===== src/rtl/imm_pkg.sv =====
// Shared opcode and format constants for the immediate-decode stage.
// Imported by imm_decode_comb and imm_decode_pipe.
package imm_pkg;

  localparam logic [6:0] OPC_LOAD     = 7'b0000011;
  localparam logic [6:0] OPC_OPIMM    = 7'b0010011;
  localparam logic [6:0] OPC_JALR     = 7'b1100111;
  localparam logic [6:0] OPC_SYSTEM   = 7'b1110011;
  localparam logic [6:0] OPC_FENCE    = 7'b0001111;
  localparam logic [6:0] OPC_STORE    = 7'b0100011;
  localparam logic [6:0] OPC_BRANCH   = 7'b1100011;
  localparam logic [6:0] OPC_LUI      = 7'b0110111;
  localparam logic [6:0] OPC_AUIPC    = 7'b0010111;
  localparam logic [6:0] OPC_JAL      = 7'b1101111;
  localparam logic [6:0] OPC_OP       = 7'b0110011;
  localparam logic [6:0] OPC_OPIMM32  = 7'b0011011;
  localparam logic [6:0] OPC_OP32     = 7'b0111011;

  localparam logic [2:0] FMT_NONE = 3'd0;
  localparam logic [2:0] FMT_I    = 3'd1;
  localparam logic [2:0] FMT_S    = 3'd2;
  localparam logic [2:0] FMT_B    = 3'd3;
  localparam logic [2:0] FMT_U    = 3'd4;
  localparam logic [2:0] FMT_J    = 3'd5;

endpackage


===== src/rtl/imm_decode_comb.sv =====
// Combinational decode of inst/pc into imm, fmt, illegal, target.
// Ports: inst, pc in; imm, fmt, illegal, target out.
module imm_decode_comb
  import imm_pkg::*;
#(
  parameter int XLEN = 32
) (
  input  logic [31:0]     inst,
  input  logic [XLEN-1:0] pc,
  output logic [XLEN-1:0] imm,
  output logic [2:0]      fmt,
  output logic            illegal,
  output logic [XLEN-1:0] target
);

  localparam bit RV64 = (XLEN == 64);

  logic [6:0]      opc;
  logic            shift;
  logic            rel;
  logic [XLEN-1:0] imm_i;
  logic [XLEN-1:0] imm_s;
  logic [XLEN-1:0] imm_b;
  logic [XLEN-1:0] imm_u;
  logic [XLEN-1:0] imm_j;
  logic [XLEN-1:0] sh5;
  logic [XLEN-1:0] sh6;

  assign opc   = inst[6:0];
  // funct3 001 (sll) and 101 (srl/sra)
  assign shift = (inst[13:12] == 2'b01);

  assign imm_i = XLEN'($signed(inst[31:20]));
  assign imm_s = XLEN'($signed({inst[31:25], inst[11:7]}));
  assign imm_b = XLEN'($signed({inst[31], inst[7],
                                inst[30:25], inst[11:8],
                                1'b0}));
  assign imm_u = XLEN'($signed({inst[31:12], 12'b0}));
  assign imm_j = XLEN'($signed({inst[31], inst[19:12],
                                inst[20], inst[30:21],
                                1'b0}));
  assign sh5   = XLEN'(inst[24:20]);
  assign sh6   = XLEN'(inst[25:20]);

  always_comb begin
    imm     = '0;
    fmt     = FMT_NONE;
    illegal = 1'b0;
    rel     = 1'b0;
    unique case (opc)
      OPC_OPIMM: begin
        fmt = FMT_I;
        if (shift) imm = RV64 ? sh6 : sh5;
        else       imm = imm_i;
      end
      OPC_OPIMM32: begin
        if (RV64) begin
          fmt = FMT_I;
          imm = shift ? sh5 : imm_i;
        end else begin
          illegal = 1'b1;
        end
      end
      OPC_LOAD, OPC_JALR,
      OPC_SYSTEM, OPC_FENCE: begin
        fmt = FMT_I;
        imm = imm_i;
      end
      OPC_STORE: begin
        fmt = FMT_S;
        imm = imm_s;
      end
      OPC_BRANCH: begin
        fmt = FMT_B;
        imm = imm_b;
        rel = 1'b1;
      end
      OPC_LUI: begin
        fmt = FMT_U;
        imm = imm_u;
      end
      OPC_AUIPC: begin
        fmt = FMT_U;
        imm = imm_u;
        rel = 1'b1;
      end
      OPC_JAL: begin
        fmt = FMT_J;
        imm = imm_j;
        rel = 1'b1;
      end
      OPC_OP: begin
        fmt = FMT_NONE;
      end
      OPC_OP32: begin
        if (!RV64) illegal = 1'b1;
      end
      default: begin
        illegal = 1'b1;
      end
    endcase
    // compressed encodings are not supported
    if (inst[1:0] != 2'b11) begin
      imm     = '0;
      fmt     = FMT_NONE;
      illegal = 1'b1;
      rel     = 1'b0;
    end
  end

  assign target = rel ? pc + imm : '0;

endmodule


===== src/rtl/imm_decode_pipe.sv =====
// Registered immediate-decode stage with valid/ready and 1-entry skid.
// Ports: clk, rst, in_* (inst, pc handshake), out_* (decoded result).
module imm_decode_pipe
  import imm_pkg::*;
#(
  parameter int XLEN = 32
) (
  input  logic            clk,
  input  logic            rst,
  input  logic            in_valid,
  output logic            in_ready,
  input  logic [31:0]     in_inst,
  input  logic [XLEN-1:0] in_pc,
  output logic            out_valid,
  input  logic            out_ready,
  output logic [XLEN-1:0] out_imm,
  output logic [2:0]      out_fmt,
  output logic [XLEN-1:0] out_target,
  output logic [XLEN-1:0] out_pc,
  output logic            out_illegal
);

  typedef struct packed {
    logic [XLEN-1:0] imm;
    logic [2:0]      fmt;
    logic [XLEN-1:0] target;
    logic [XLEN-1:0] pc;
    logic            illegal;
  } ent_t;

  ent_t dec;
  ent_t out_q;
  ent_t skid_q;
  logic out_v;
  logic skid_v;
  logic in_fire;
  logic out_fire;

  imm_decode_comb #(
    .XLEN(XLEN)
  ) u_dec (
    .inst   (in_inst),
    .pc     (in_pc),
    .imm    (dec.imm),
    .fmt    (dec.fmt),
    .illegal(dec.illegal),
    .target (dec.target)
  );

  assign dec.pc   = in_pc;

  // ready depends only on registered skid state, never on out_ready
  assign in_ready = !rst && !skid_v;
  assign in_fire  = in_valid && in_ready;
  assign out_fire = out_v && out_ready;

  always_ff @(posedge clk) begin
    if (rst) begin
      out_v  <= 1'b0;
      skid_v <= 1'b0;
      out_q  <= '0;
      skid_q <= '0;
    end else if (out_fire || !out_v) begin
      // skid can only be full while out_v, and blocks input
      if (skid_v) begin
        out_q  <= skid_q;
        out_v  <= 1'b1;
        skid_v <= 1'b0;
      end else if (in_fire) begin
        out_q <= dec;
        out_v <= 1'b1;
      end else begin
        out_v <= 1'b0;
      end
    end else if (in_fire) begin
      skid_q <= dec;
      skid_v <= 1'b1;
    end
  end

  assign out_valid   = out_v;
  assign out_imm     = out_q.imm;
  assign out_fmt     = out_q.fmt;
  assign out_target  = out_q.target;
  assign out_pc      = out_q.pc;
  assign out_illegal = out_q.illegal;

endmodule

===== config.mk =====
export PLATFORM = sky130hd
export DESIGN_NAME = imm_decode_pipe
export DESIGN_NICKNAME = d
export VERILOG_FILES = /design/src/rtl/imm_pkg.sv /design/src/rtl/imm_decode_comb.sv /design/src/rtl/imm_decode_pipe.sv
export SDC_FILE = /design/constraint.sdc
export NUM_CORES = 1
export LEC_CHECK = 0
export CAP_MARGIN = 5
export CORE_MARGIN = 2
export CORE_UTILIZATION = 45
export DETAILED_ROUTE_END_ITERATION = 16
export GPL_TIMING_DRIVEN = 1
export HOLD_SLACK_MARGIN = 0.05
export PLACE_DENSITY = 0.7
export SLEW_MARGIN = 25
export SYNTH_ARGS = -nofsm -noshare
export SYNTH_HDL_FRONTEND = slang
export SYNTH_SLANG_ARGS = --single-unit

===== constraint.sdc =====
create_clock -name clk -period 12 [get_ports clk]
set_input_delay 2.4 -clock clk [delete_from_list [all_inputs] [get_ports clk]]
set_output_delay 2.4 -clock clk [all_outputs]
set_load 0.05 [all_outputs]

# Word level (Yosys, flattened, before mapping)
# Cells that the tools add are included.
# word_totals
inputBits,68
output_inout_bits,102
word_cells,57
regBits,202
# classes
n_addsub,1
n_mux,14
n_eq_ne,13
reduce_logical,16
n_bitwise,1
# ops
op,n
$mux 100,2
$pmux 32 s6,1
$mux 32,3
$add 32x32->32,1
$eq 7x7->1 const B,4
$eq 7x6->1 const B,3
$pmux 3 s5,1
$eq 7x5->1 const B,2
$reduce_or 11->1,1
$eq 7x2->1 const B,1
$eq 7x4->1 const B,1
$mux 1,6
$reduce_or 5->1,1
$reduce_and 2->1,2
$reduce_or 2->1,2
$reduce_or 4->1,1
$logic_and 1x1->1,3
$logic_not 1->1,3
$mux 3,1
$reduce_or 3->1,1
$eq 2x1->1 const B,1
$ne 2x2->1 const B,1
$reduce_bool 2->1,1
$logic_or 1x1->1,1
$not 1->1,1

# Longest topological paths before layout
# Gate-level depths: netlist of run 1.
# logic_depth
word_depth,8
mapped_depth,20

# By module
# From an unflattened synthesis of run 1, not the netlist that was laid out.
# unflattened
cells_unflattened,1395
area_unflattened_um2,12278.0
# by_module_without_submodules
mod,instances,seq_area_each_um2,area_per_inst_um2,cells_per_inst
imm_decode_pipe,1,4043.9,9728.1,1000
imm_decode_comb,1,0.0,2549.9,395

# Worst setup path before layout of run 1
# OpenSTA, ideal clock, no wires.
# synth_timing
path_kind,input port to flip-flop
startpoint,input in_inst[2]
endpoint,"register out_q, in the netlist out_target[30]"
setup_time_ps,70
arrival_time_ps,6328
path_buffers,2
setup_slack_ps,5602
required_ps,11930
stages,19
path_cell_list,clkbuf_1 -> xnor2_1 -> a2bb2oi_1 -> o221ai_1 -> a211oi_1 -> nor2b_1 -> clkbuf_1 -> a21oi_1 -> inv_1 -> ha_1 -> a21oi_1 -> o21ai_1 -> a21o_1 -> a21o_1 -> a2111oi_4 -> nor3_2 -> o21a_1 -> o41a_1 -> a21oi_1
# synth_rtl
element,line_no,text
start: declaration,imm_decode_pipe.sv:12,"input logic [31:0] in_inst,"
end signal: assignment,imm_decode_pipe.sv:66,out_q <= skid_q;
end: declaration,imm_decode_pipe.sv:32,ent_t out_q;

==> results of run 1 <==
final timing paths:
path	startpoint	endpoint	slack, ps	cells after the start
worst max register to register	skid_v	out_target[28]	8820	5
worst max-delay path	in_inst[2]	out_target[25]	5160	16
worst min-delay path	skid_q[14]	skid_q[14]	450	2
worst min register to register	skid_q[14]	skid_q[14]	450	2
placed cells by master, fill, tap and decap left out, types with 13 or more instances in the layout:
cell type,n
nor2_1,154
ha_1,31
clkbuf_16,23
nor3_1,21
clkdlybuf4s50_1,168
nand2_1,209
dfxtp_1,201
o211ai_1,17
o21ai_0,30
a21oi_1,148
o21ai_1,33
inv_1,31
a211oi_1,68
nor2b_1,13
xnor2_1,14
mux2i_1,45
nand3_1,22
a21o_1,18
cells by family after synthesis:
| kind of cell | share of synthesized area [%] |
|---|---|
| buffers and inverters | 4.83 |
| DFF | 40.7 |
| and+or+nand+nor | 19.0 |
| xor gates and xnor gates | 2.29 |
| muxes | 4.64 |
| adders and majority gates | 4.10 |
| AOI/OAI and AO/OA | 24.4 |
cells in the mapped netlist (7+ instances only):
library cell,n,area share (%)
a211oi_1,69,5.2
a21o_1,18,1.4
a21oi_1,148,7.5
buf_1,16,0.60
clkbuf_1,80,3.0
dfxtp_1,202,41
ha_1,31,3.9
inv_1,31,1.2
mux2i_1,45,4.5
nand2_1,209,7.9
nand3_1,23,1.2
nor2_1,154,5.8
nor2b_1,13,0.82
nor3_1,21,1.1
o211ai_1,17,1.3
o21ai_0,30,1.5
o21ai_1,34,1.7
o31ai_1,7,0.53
xnor2_1,14,1.2
xor2_1,12,1.1
per-stage QoR:
stage | setup WS (ps) | cells | hold slack, ps | instance area [um2] | util (%)
6_report | 5160 | 1671 | 452 | 12500 | 57.3
5_1_grt | 4810 | 1671 | 470 | 12500 | 57.3
4_1_cts | 5220 | 1671 | 454 | 12500 | 57.3
3_5_place_dp | 4720 | 1631 | 446 | 11700 | 53.9
3_3_place_gp | 4430 | 1631 | 438 | 11700 | 53.8
2_1_floorplan | 5600 | 1270 | 432 | 9940 | -
power by group through the flow:
stage | Sequential (mW) | Clock [mW] | Combinational [mW]
2_1_floorplan | 0.787 | 0 | 0.113
3_3_place_gp | 0.724 | 0 | 0.277
3_5_place_dp | 0.724 | 0 | 0.279
4_1_cts | 0.709 | 0.708 | 0.280
5_1_grt | 0.712 | 0.736 | 0.299
6_report | 0.709 | 0.698 | 0.280
flip-flops by register name, indices dropped and copies added, names as in the netlist:
signal / count
skid_q: 100
out_imm: 32
out_pc: 32
out_target: 32
out_fmt: 3
out_illegal: 1
out_valid: 1
skid_v: 1
layout make-up:
type | instances | area [um2]
timing repair buffer | 177 | 1760
sequential | 202 | 4050
clock inverter | 13 | 120
clock buffer | 27 | 631
fill | 2060 | 9280
tap | 280 | 350
inverter | 32 | 120
multi-input combinational | 940 | 5450
per-layer routing:
metal  global-route usage [%]  share of wire, %  up-vias
met5                        0                 0        -
met4                     6.08               2.3        0
met3                     4.75               7.0       49
met2                     39.6                47      303
met1                     33.2                44     4329
li1                         -                 -     4646
tightest hold or removal path, stage by stage, from the launching register on:
cell,delay [ps]
dfxtp_1,310
nand2_1,50
a21oi_1,50
==> run_results.csv, run 1 <==
group,metric,value,unit
floorplan,die_w,153,um
sta,worstMarginPinSlew,918,ps
place,gp_congestion,0.911,
pwr,swShare,28.3,%
flow_run,maxCapViolCount,0,
pwr,comb_power_share,16.6,%
logic_synthesis,async_reset_ff_share,0,%
pwr,p_sw,478,uW
logic_synthesis,synth_ff_type,"dfxtp_1",
worst_setup_path,crit_required,12420,ps
global_route,grt_max_degree,115,
sta,slew_headroom,38.8,%
clock_tree,clockBufferDepth,3,
sta,clock_skew,11.8,ps
global_route,antenna_found_initial,0,
floorplan,start_util,45.7,%
floorplan,pin_count,170,
finish,diodes,0,
logic_synthesis,syn_nets,1370,
route,wl_per_cell,17.5,um
logic_synthesis,synth_area_per_cell,7.83,um2
route,via_per_inst,5.58,
floorplan,core,21800,um2
clock_tree,root_buffer,"clkbuf_16",
worst_setup_path,start_kind,"primary input",
route,antenna_left,0,
clock_tree,cts_buffers,22,
worst_setup_path,path_class,"in -> reg",
logic_synthesis,ys_ff_latch,202,
logic_synthesis,synthCells,1270,
clock_tree,postCtsSetupRepairBufs,0,
clock_tree,tritoncts,"built",
global_route,track_usage,24.3,%
global_route,gr-total-overflow,0,
pwr,power.leakage,4.67,nW
sta,rsz0062_at_grt,"no",
clock_tree,post_cts_resized,0,
logic_synthesis,seq_area_frac_synth,40.7,%
logic_synthesis,ys.warnings.count,0,
clock_tree,cts.hold.buffers_added,0,
sta,fmax,146,MHz
sta,period_share,57.0,%
route,via_count,9327,
sta,final_max_slew_viol_count,0,
pwr,p_per_area,135,nW/um2
worst_setup_path,arrival,7260,ps
logic_synthesis,ys_types,62,
sta,setup_viol,0,
route,drtPass1Iterations,5,
pwr,seqPwrFrac,42.0,%
sta,fin_crit,6840,ps
global_route,grt_pass1_wl,46900,um
status,status,"finished clean",
route,first_iter_violations,719,
worst_setup_path,cp_cell_sequence,"clkdlybuf4s50_1 -> nor2b_1 -> a21oi_1 -> or2_2 -> a21oi_1 -> a22o_1 -> ha_1 -> a211oi_1 -> o21ai_1 -> a221oi_2 -> o21ai_1 -> a41oi_2 -> o21ai_1 -> a21oi_1 -> mux2_2 -> a211oi_1",
finish,drive_gt1_share,4.74,%
pwr,clkPwrFrac,41.4,%
sta,finalSetupTns,0,ps
worst_setup_path,critPathSlowestCell,"clkdlybuf4s50_1",
logic_synthesis,synth_area,9940,um2
route,routed_wl,29300,um
clock_tree,clock_latency,510,ps
worst_setup_path,path_delay_family,"compound AO/OA/AOI/OAI gates",
worst_setup_path,crit_path_max_incr_delay,620,ps
floorplan,rows,54,
clock_tree,clk_pin_slew,60,ps
floorplan,dieHeight,153,um
clock_tree,clock-sinks,202,
global_route,grt_pass1_vias,8764,
sta,finalHoldViolCount,0,
pwr,p_int,1.21,mW
worst_setup_path,crit_buf_inv,1,
finish,nets,1475,
place,portBuffers,169,
clock_tree,htree_levels,1,
logic_synthesis,synth_edf_count,0,
floorplan,die_area,23300,um2
place,dpl.hpwl,20400,um
worst_hold_path,min_path_type,"reg -> reg",
worst_setup_path,path_max_fanout,9,
pwr,ir_worst_vdd,0.0000680,V
worst_setup_path,endpoint_kind,"flop",
route,drc_errors,0,
pwr,power,1.69,mW
finish,area_growth,25.5,%
(Power assumes the default switching activity.)
==> inputs of run 2 (changes only) <==
==> constraint.sdc (replaced) <==
create_clock -name clk -period 6.4 [get_ports clk]
set_input_delay 1.28 -clock clk [delete_from_list [all_inputs] [get_ports clk]]
set_output_delay 1.28 -clock clk [all_outputs]
set_load 0.05 [all_outputs]
==> run_results.csv, run 2 (synthesized netlist as in run 1, its figures left out) <==
group,metric,value,unit
status,status,"finished clean",
global_route,grt_max_degree,105,
sta,clock_skew,15.8,ps
clock_tree,cts_buffers,23,
floorplan,rows,54,
finish,final_common_cell,"nand2_1",
route,via_count,9336,
finish,most-common-layout-cells,"nand2_1 (209), dfxtp_1 (201), clkdlybuf4s50_1 (168), nor2_1 (154), a21oi_1 (148)",
finish,nets,1478,
pwr,power.leakage,4.62,nW
route,antenna_left,0,
worst_setup_path,crit_path_start,"in_inst[2]",
sta,fmax,168,MHz
worst_setup_path,cp_cell_sequence,"clkdlybuf4s50_1 -> xnor2_1 -> a2bb2oi_1 -> o221ai_1 -> a211oi_1 -> nor2b_1 -> a21oi_1 -> inv_1 -> ha_1 -> a21oi_1 -> o21ai_1 -> a21o_1 -> a21o_1 -> a2111oi_4 -> nor3_2 -> o21a_1 -> o41a_1 -> a21oi_1",
sta,finalSetupTns,0,ps
route,routed_wl,29700,um
clock_tree,post_cts_resized,0,
route,drc_errors,0,
clock_tree,tritoncts,"built",
floorplan,pin_count,170,
clock_tree,clockBufferDepth,3,
route,via_per_inst,5.59,
worst_setup_path,crit_required,6830,ps
finish,regMostFlops,"skid_q",
route,wl_per_cell,17.8,um
clock_tree,cts.hold.buffers_added,0,
worst_setup_path,path_common_cell,"a21oi_1",
place,gp_congestion,0.918,
floorplan,dieHeight,153,um
route,first_iter_violations,736,
worst_setup_path,arrival,6370,ps
worst_setup_path,endpoint_kind,"flop",
clock_tree,root_buffer,"clkbuf_16",
pwr,ir_worst_vdd,0.000188,V
finish,drive_gt1_share,4.10,%
global_route,antenna_found_initial,0,
worst_setup_path,r2r-end,"skid_q[51]",
worst_setup_path,start_kind,"primary input",
worst_setup_path,crit_path_max_incr_delay,850,ps
place,pre_cts_slack,34.3,ps
route,drtPass1Iterations,5,
worst_setup_path,worstSetupEndpoint,"out_target[30]",
global_route,track_usage,24.4,%
place,portBuffers,169,
worst_setup_path,r2r_slack,3520,ps
sta,slew_headroom,32.2,%
sta,final_max_slew_viol_count,0,
global_route,gr-total-overflow,0,
worst_hold_path,min_path_type,"reg -> reg",
floorplan,die_w,153,um
worst_setup_path,path_class,"in -> reg",
pwr,p_per_area,246,nW/um2
finish,area_growth,24.7,%
worst_setup_path,path_max_fanout,11,
finish,largest_register_ffs,100,
clock_tree,clk_pin_slew,60,ps
worst_setup_path,r2r_cells,6,
clock_tree,htree_levels,1,
clock_tree,clock_latency,510,ps
sta,finalHoldViolCount,0,
sta,worstMarginPinSlew,1020,ps
worst_setup_path,rr_startpoint,"skid_v",
global_route,grt_pass1_wl,46500,um
flow_run,maxCapViolCount,0,
sta,fin_crit,5940,ps
clock_tree,postCtsSetupRepairBufs,0,
sta,rsz0062_at_grt,"no",
floorplan,die_area,23300,um2
finish,diodes,0,
sta,period_share,92.8,%
floorplan,start_util,45.7,%
worst_setup_path,critPathSlowestCell,"a211oi_1",
clock_tree,clock-sinks,202,
sta,fin_ws,462,ps
place,dpl.hpwl,20700,um
global_route,grt_pass1_vias,8603,
sta,setup_viol,0,
floorplan,core,21800,um2
run 2: layer usage:
metal / global-route usage, % / wire length [um] / vias up / share of wire [%]
li1: - / - / 4662 / -
met1: 33.1 / 13100 / 4358 / 44
met2: 40.6 / 14100 / 285 / 47
met3: 3.70 / 1980 / 31 / 6.7
met4: 6.17 / 523 / 0 / 1.8
met5: 0 / 0 / - / 0
run 2: power breakdown:
part	switching (mW)	internal [mW]	leakage [nW]
combinational	0.343	0.185	2.65
sequential	0.0286	1.30	1.64
clock	0.513	0.682	0.323
run 2: cell type report:
type	count	area, um2
fill	2038	9360
clock inverter	5	27.5
sequential	202	4050
timing repair buffer	179	1770
tap	280	350
multi-input combinational	940	5450
clock buffer	33	633
inverter	32	120
run 2: stage by stage:
| step | cell area (um2) | util, % | hold slack (ps) | cells | power, mW |
|---|---|---|---|---|---|
| 2_1_floorplan | 9940 | - | 432 | 1270 | 1.69 |
| 3_3_place_gp | 11700 | 53.9 | 441 | 1633 | 1.88 |
| 3_5_place_dp | 11700 | 53.9 | 446 | 1633 | 1.88 |
| 4_1_cts | 12400 | 57.0 | 454 | 1671 | 3.07 |
| 5_1_grt | 12400 | 57.0 | 468 | 1671 | 3.16 |
| 6_report | 12400 | 57.0 | 453 | 1671 | 3.05 |
run 2: worst min-delay path by stage:
stage | from | slack, ps | endpoint | depth (start not counted)
detailed placement | skid_q[66] | 450 | skid_q[66] | 2
CTS | skid_q[74] | 450 | skid_q[74] | 2
floorplan | skid_q[64] | 430 | skid_q[64] | 2
finish | skid_q[74] | 450 | skid_q[74] | 2
global route | skid_q[54] | 470 | skid_q[54] | 2
global placement | skid_q[75] | 440 | skid_q[75] | 2
run 2: critical path, delay by kind of cell:
family                     cells  cell delay [ps]
AOI/OAI and AO/OA             12             3370
adders and majority gates      1              370
and+or+nand+nor                2              450
buffers and inverters          2              730
xor gates and xnor gates       1              170
==> inputs of run 3 (changes only) <==
--- a/config.mk
+++ b/config.mk
@@ -9,7 +9,7 @@
 export CORE_MARGIN = 2
 export CORE_UTILIZATION = 45
 export DETAILED_ROUTE_END_ITERATION = 16
-export GPL_TIMING_DRIVEN = 1
+export GPL_TIMING_DRIVEN = 0
 export HOLD_SLACK_MARGIN = 0.05
 export PLACE_DENSITY = 0.7
 export SLEW_MARGIN = 25
==> constraint.sdc (replaced) <==
create_clock -name clk -period 7.1 [get_ports clk]
set_input_delay 1.42 -clock clk [delete_from_list [all_inputs] [get_ports clk]]
set_output_delay 1.42 -clock clk [all_outputs]
set_load 0.05 [all_outputs]
==> run_results.csv, run 3 (synthesized netlist as in run 1, its figures left out) <==
group,metric,value,unit
status,status,"finished clean",
clock_tree,clockBufferDepth,3,
worst_setup_path,path_max_fanout,10,
global_route,grt_pass1_vias,9309,
floorplan,pin_count,170,
worst_setup_path,crit_buf_inv,3,
clock_tree,tritoncts,"built",
pwr,comb_power_share,17.0,%
worst_setup_path,crit_path_start,"in_inst[5]",
clock_tree,post_cts_resized,0,
global_route,grt_max_degree,14,
sta,period_share,91.0,%
place,portBuffers,166,
sta,slew_headroom,32.4,%
sta,finalSetupTns,0,ps
pwr,clkPwrFrac,42.4,%
sta,finalHoldViolCount,0,
route,via_count,9992,
worst_setup_path,path_class,"in -> reg",
global_route,track_usage,27.8,%
finish,nets,1562,
clock_tree,clock_latency,520,ps
finish,drive_gt1_share,3.45,%
sta,fmax,155,MHz
clock_tree,clock-sinks,202,
finish,largest_register_ffs,100,
finish,area_growth,28.3,%
floorplan,rows,54,
route,drtPass1Iterations,5,
route,via_per_inst,5.69,
clock_tree,postCtsSetupRepairBufs,0,
pwr,power,2.94,mW
sta,fin_hold_ws,447,ps
sta,rsz0062_at_grt,"no",
clock_tree,htree_levels,1,
pwr,p_per_area,231,nW/um2
worst_setup_path,crit_path_max_incr_delay,890,ps
worst_setup_path,endpoint_kind,"flop",
floorplan,die_area,23300,um2
place,dpl.hpwl,25800,um
finish,regMostFlops,"skid_q",
sta,final_max_slew_viol_count,0,
clock_tree,cts.hold.buffers_added,0,
floorplan,dieHeight,153,um
route,wl_per_cell,19.3,um
route,antenna_left,0,
worst_setup_path,cp_cell_sequence,"clkdlybuf4s50_1 -> nand2_1 -> a2bb2oi_1 -> o221ai_1 -> a211oi_1 -> nor2b_1 -> clkbuf_1 -> a21oi_1 -> inv_1 -> ha_1 -> a21oi_1 -> o21ai_1 -> a21o_1 -> a21o_1 -> a2111oi_4 -> nor2_1 -> xnor2_1 -> a221oi_1 -> nor3_1",
pwr,seqPwrFrac,40.7,%
flow_run,maxCapViolCount,0,
sta,clock_skew,16.2,ps
route,drc_errors,0,
floorplan,core,21800,um2
global_route,antenna_found_initial,0,
global_route,gr-total-overflow,0,
worst_setup_path,rr_startpoint,"out_valid",
sta,setup_viol,0,
worst_hold_path,hp-start,"out_imm[26]",
finish,final_common_cell,"nand2_1",
floorplan,die_w,153,um
finish,diodes,0,
clock_tree,cts_buffers,23,
sta,worstMarginPinSlew,1010,ps
global_route,grt_pass1_wl,51800,um
worst_setup_path,crit_required,7540,ps
pwr,power.leakage,4.74,nW
pwr,swShare,28.7,%
pwr,p_int,2.10,mW
clock_tree,clk_pin_slew,60,ps
place,gp_congestion,0.958,
worst_setup_path,path_delay_family,"compound AO/OA/AOI/OAI gates",
pwr,ir_worst_vdd,0.000143,V
floorplan,start_util,45.7,%
pwr,p_sw,844,uW
route,first_iter_violations,786,
clock_tree,root_buffer,"clkbuf_16",
worst_setup_path,start_kind,"primary input",
worst_setup_path,critPathSlowestCell,"a211oi_1",
worst_hold_path,min_path_type,"reg -> reg",
sta,fin_crit,6460,ps
worst_setup_path,arrival,6910,ps
route,routed_wl,33900,um
finish,most-common-layout-cells,"nand2_1 (209), dfxtp_1 (202), clkdlybuf4s50_1 (166), nor2_1 (154), a21oi_1 (148)",
run 3: metrics by stage:
step / instances / util (%) / area, um2 / setup slack [ps]
after floorplan: 1270 / - / 9940 / 1680
after global placement: 1716 / 54.9 / 12000 / 371
after detailed placement: 1717 / 55.0 / 12000 / 282
after CTS: 1757 / 58.6 / 12800 / 709
after global routing: 1757 / 58.6 / 12800 / 397
final: 1757 / 58.6 / 12800 / 637
run 3: path summary, 6_finish.rpt:
| check | endpoint | slack [ps] | cells after the start |
|---|---|---|---|
| max | out_target[26] | 640 | 19 |
| min | out_imm[26] | 450 | 2 |
| max reg2reg | out_pc[25] | 4180 | 6 |
| min reg2reg | out_imm[26] | 450 | 2 |
run 3: area by class of cell:
class | instances | area [um2]
Clock inverter | 10 | 135
Timing Repair Buffer | 167 | 1670
Fill cell | 2054 | 9000
Clock buffer | 30 | 652
Inverter | 32 | 120
Buffer | 96 | 360
Sequential cell | 202 | 4040
Tap cell | 280 | 350
Multi-Input combinational cell | 940 | 5430
run 3: power groups by stage:
stage | clock network [mW] | logic (mW) | registers, mW
after floorplan | 0 | 0.191 | 1.33
after global placement | 0 | 0.492 | 1.22
after detailed placement | 0 | 0.494 | 1.22
after CTS | 1.26 | 0.496 | 1.20
after global routing | 1.30 | 0.530 | 1.20
final | 1.25 | 0.499 | 1.20
run 3: worst register-to-register path: stages (launching register included):
cell,delay (ps)
dfxtp_1,340
nand2b_1,160
o21a_1,190
clkbuf_1,660
clkbuf_1,720
clkbuf_1,540
a211oi_1,150
run 3: layer usage:
metal / up-vias / GRT usage, % / part of all wire (%)
li1: 4829 / - / -
met1: 4670 / 38.4 / 44
met2: 424 / 44.2 / 45
met3: 69 / 4.66 / 8.2
met4: 0 / 9.52 / 3.4
met5: - / 0 / 0
==> variant, RTL diff (flow settings as in run 3) <==
`XLEN` is set to 32 in 2 places; all go to 36.
--- a/src/rtl/imm_decode_comb.sv
+++ b/src/rtl/imm_decode_comb.sv
@@ -4,5 +4,5 @@
   import imm_pkg::*;
 #(
-  parameter int XLEN = 32
+  parameter int XLEN = 36
 ) (
   input  logic [31:0]     inst,
--- a/src/rtl/imm_decode_pipe.sv
+++ b/src/rtl/imm_decode_pipe.sv
@@ -4,5 +4,5 @@
   import imm_pkg::*;
 #(
-  parameter int XLEN = 32
+  parameter int XLEN = 36
 ) (
   input  logic            clk,
Ports: changed (resized in_pc, out_imm, out_pc and out_target); port bits go from 170 to 186. The function was not compared with the original's and may differ.
==> variant against run 3 <==
Utilization about the same; register-to-register slack got worse by 0.14 ns; design area rose by 12%; count of clock-buffer cells in the layout rose by 4; largest power group is now sequential cells; fmax up 18%; first-iteration DRC count up 31%; worst setup slack gained 0.97 ns; sequential cell count grew 16; critical endpoint is now out_target[29]$_SDFFE_PP0P_; die area rose by 13%; synthesized area increased by 14%; total power grew 7.1%; routed wire length increased by 16%.
==> variant: results (changes against run 3) <==
vias: 11310  # +13%
num_rows: 57  # +5.6%
leakage_nw: 5.376  # +13%
synthXorXnorAreaFrac_pct: 2.403  # +0.11 points
status: "completed"
port-buffer-count: 182  # +9.6%
fin_nets: 1734  # +11%
p_seq_mw: 1.29  # +8%
cp.arrival_ns: 5.90  # -1.01 ns
drive_above_1_share_pct: 7.295  # +3.8 points
track_usage_pct: 29.07  # +1.2 points
drt_iter0_drc: 1026  # +31%
r2r_cells: 7  # +1
grt_max_degree: 15  # +1
synth_compound_area_share_pct: 24.34  # -0.076 points
wl_per_cell_um: 19.89  # +3.1%
clock_latency_ns: 0.54  # +0.02 ns
grt_pass1_vias: 10550  # +13%
worst_r2r_endpoint: "out_target[33]$_SDFFE_PP0P_"
dpl.hpwl_um: 30150  # +17%
timing.rr.start: "skid_v$_SDFFE_PP0P_"
firstDrtPassIters: 6  # +1
numCtsBuffers: 25  # +8.7%
fillerInstances: 2274  # +11%
grt_pass1_wl_um: 59640  # +15%
-- variant: changes by cell type in the layout (fill, tap and decap cells not counted), sizes merged, moves of 5 or more --
cell           before  now
nand3              23   28
a21oi             149  166
buf                17   40
o211ai             17   12
and3                4    9
nand2             209  229
dfxtp             202  218
clkdlybuf4s50     166  182
nor3               22   33
nand4               5   14
a211oi             69   81
-- variant: final cells by class --
class / instances / area (sq um) / area share, %
clock buffer: 34 / 699.4 / 4.875
sequential: 218 / 4364 / 30.42
timing repair buffer: 182 / 1822 / 12.70
multi-input combinational: 1047 / 6215 / 43.32
clock inverter: 12 / 120.1 / 0.8373
buffer: 118 / 593.1 / 4.134
tap: 324 / 405.4 / 2.826
inverter: 34 / 127.6 / 0.8896
-- variant: per-layer routing --
layer,routed length (um),track usage [%]
met5,0,0
met4,1262,9.654
met3,3058,3.234
met2,17490,47.23
met1,17350,40.39
-- variant: how the worst max path moves through the flow --
stage / slack (ns) / from / to / depth (start not counted)
after detailed placement: 1.17 / in_inst[2] / out_target[29]$_SDFFE_PP0P_ / 20
after floorplan: 2.36 / in_inst[3] / out_target[34]$_SDFFE_PP0P_ / 20
final: 1.61 / in_inst[2] / out_target[29]$_SDFFE_PP0P_ / 20
after CTS: 1.71 / in_inst[2] / out_target[29]$_SDFFE_PP0P_ / 20
after global routing: 1.25 / in_inst[2] / out_target[29]$_SDFFE_PP0P_ / 20
after global placement: 1.15 / in_inst[2] / out_target[29]$_SDFFE_PP0P_ / 20
-- variant: through the flow --
step	utilization, %	instance area, sq um	power (mW)
2_1_floorplan	-	11300	1.675
3_3_place_gp	55.30	13530	1.889
3_5_place_dp	55.30	13530	1.891
4_1_cts	58.65	14350	3.158
5_1_grt	58.65	14350	3.256
6_report	58.65	14350	3.152
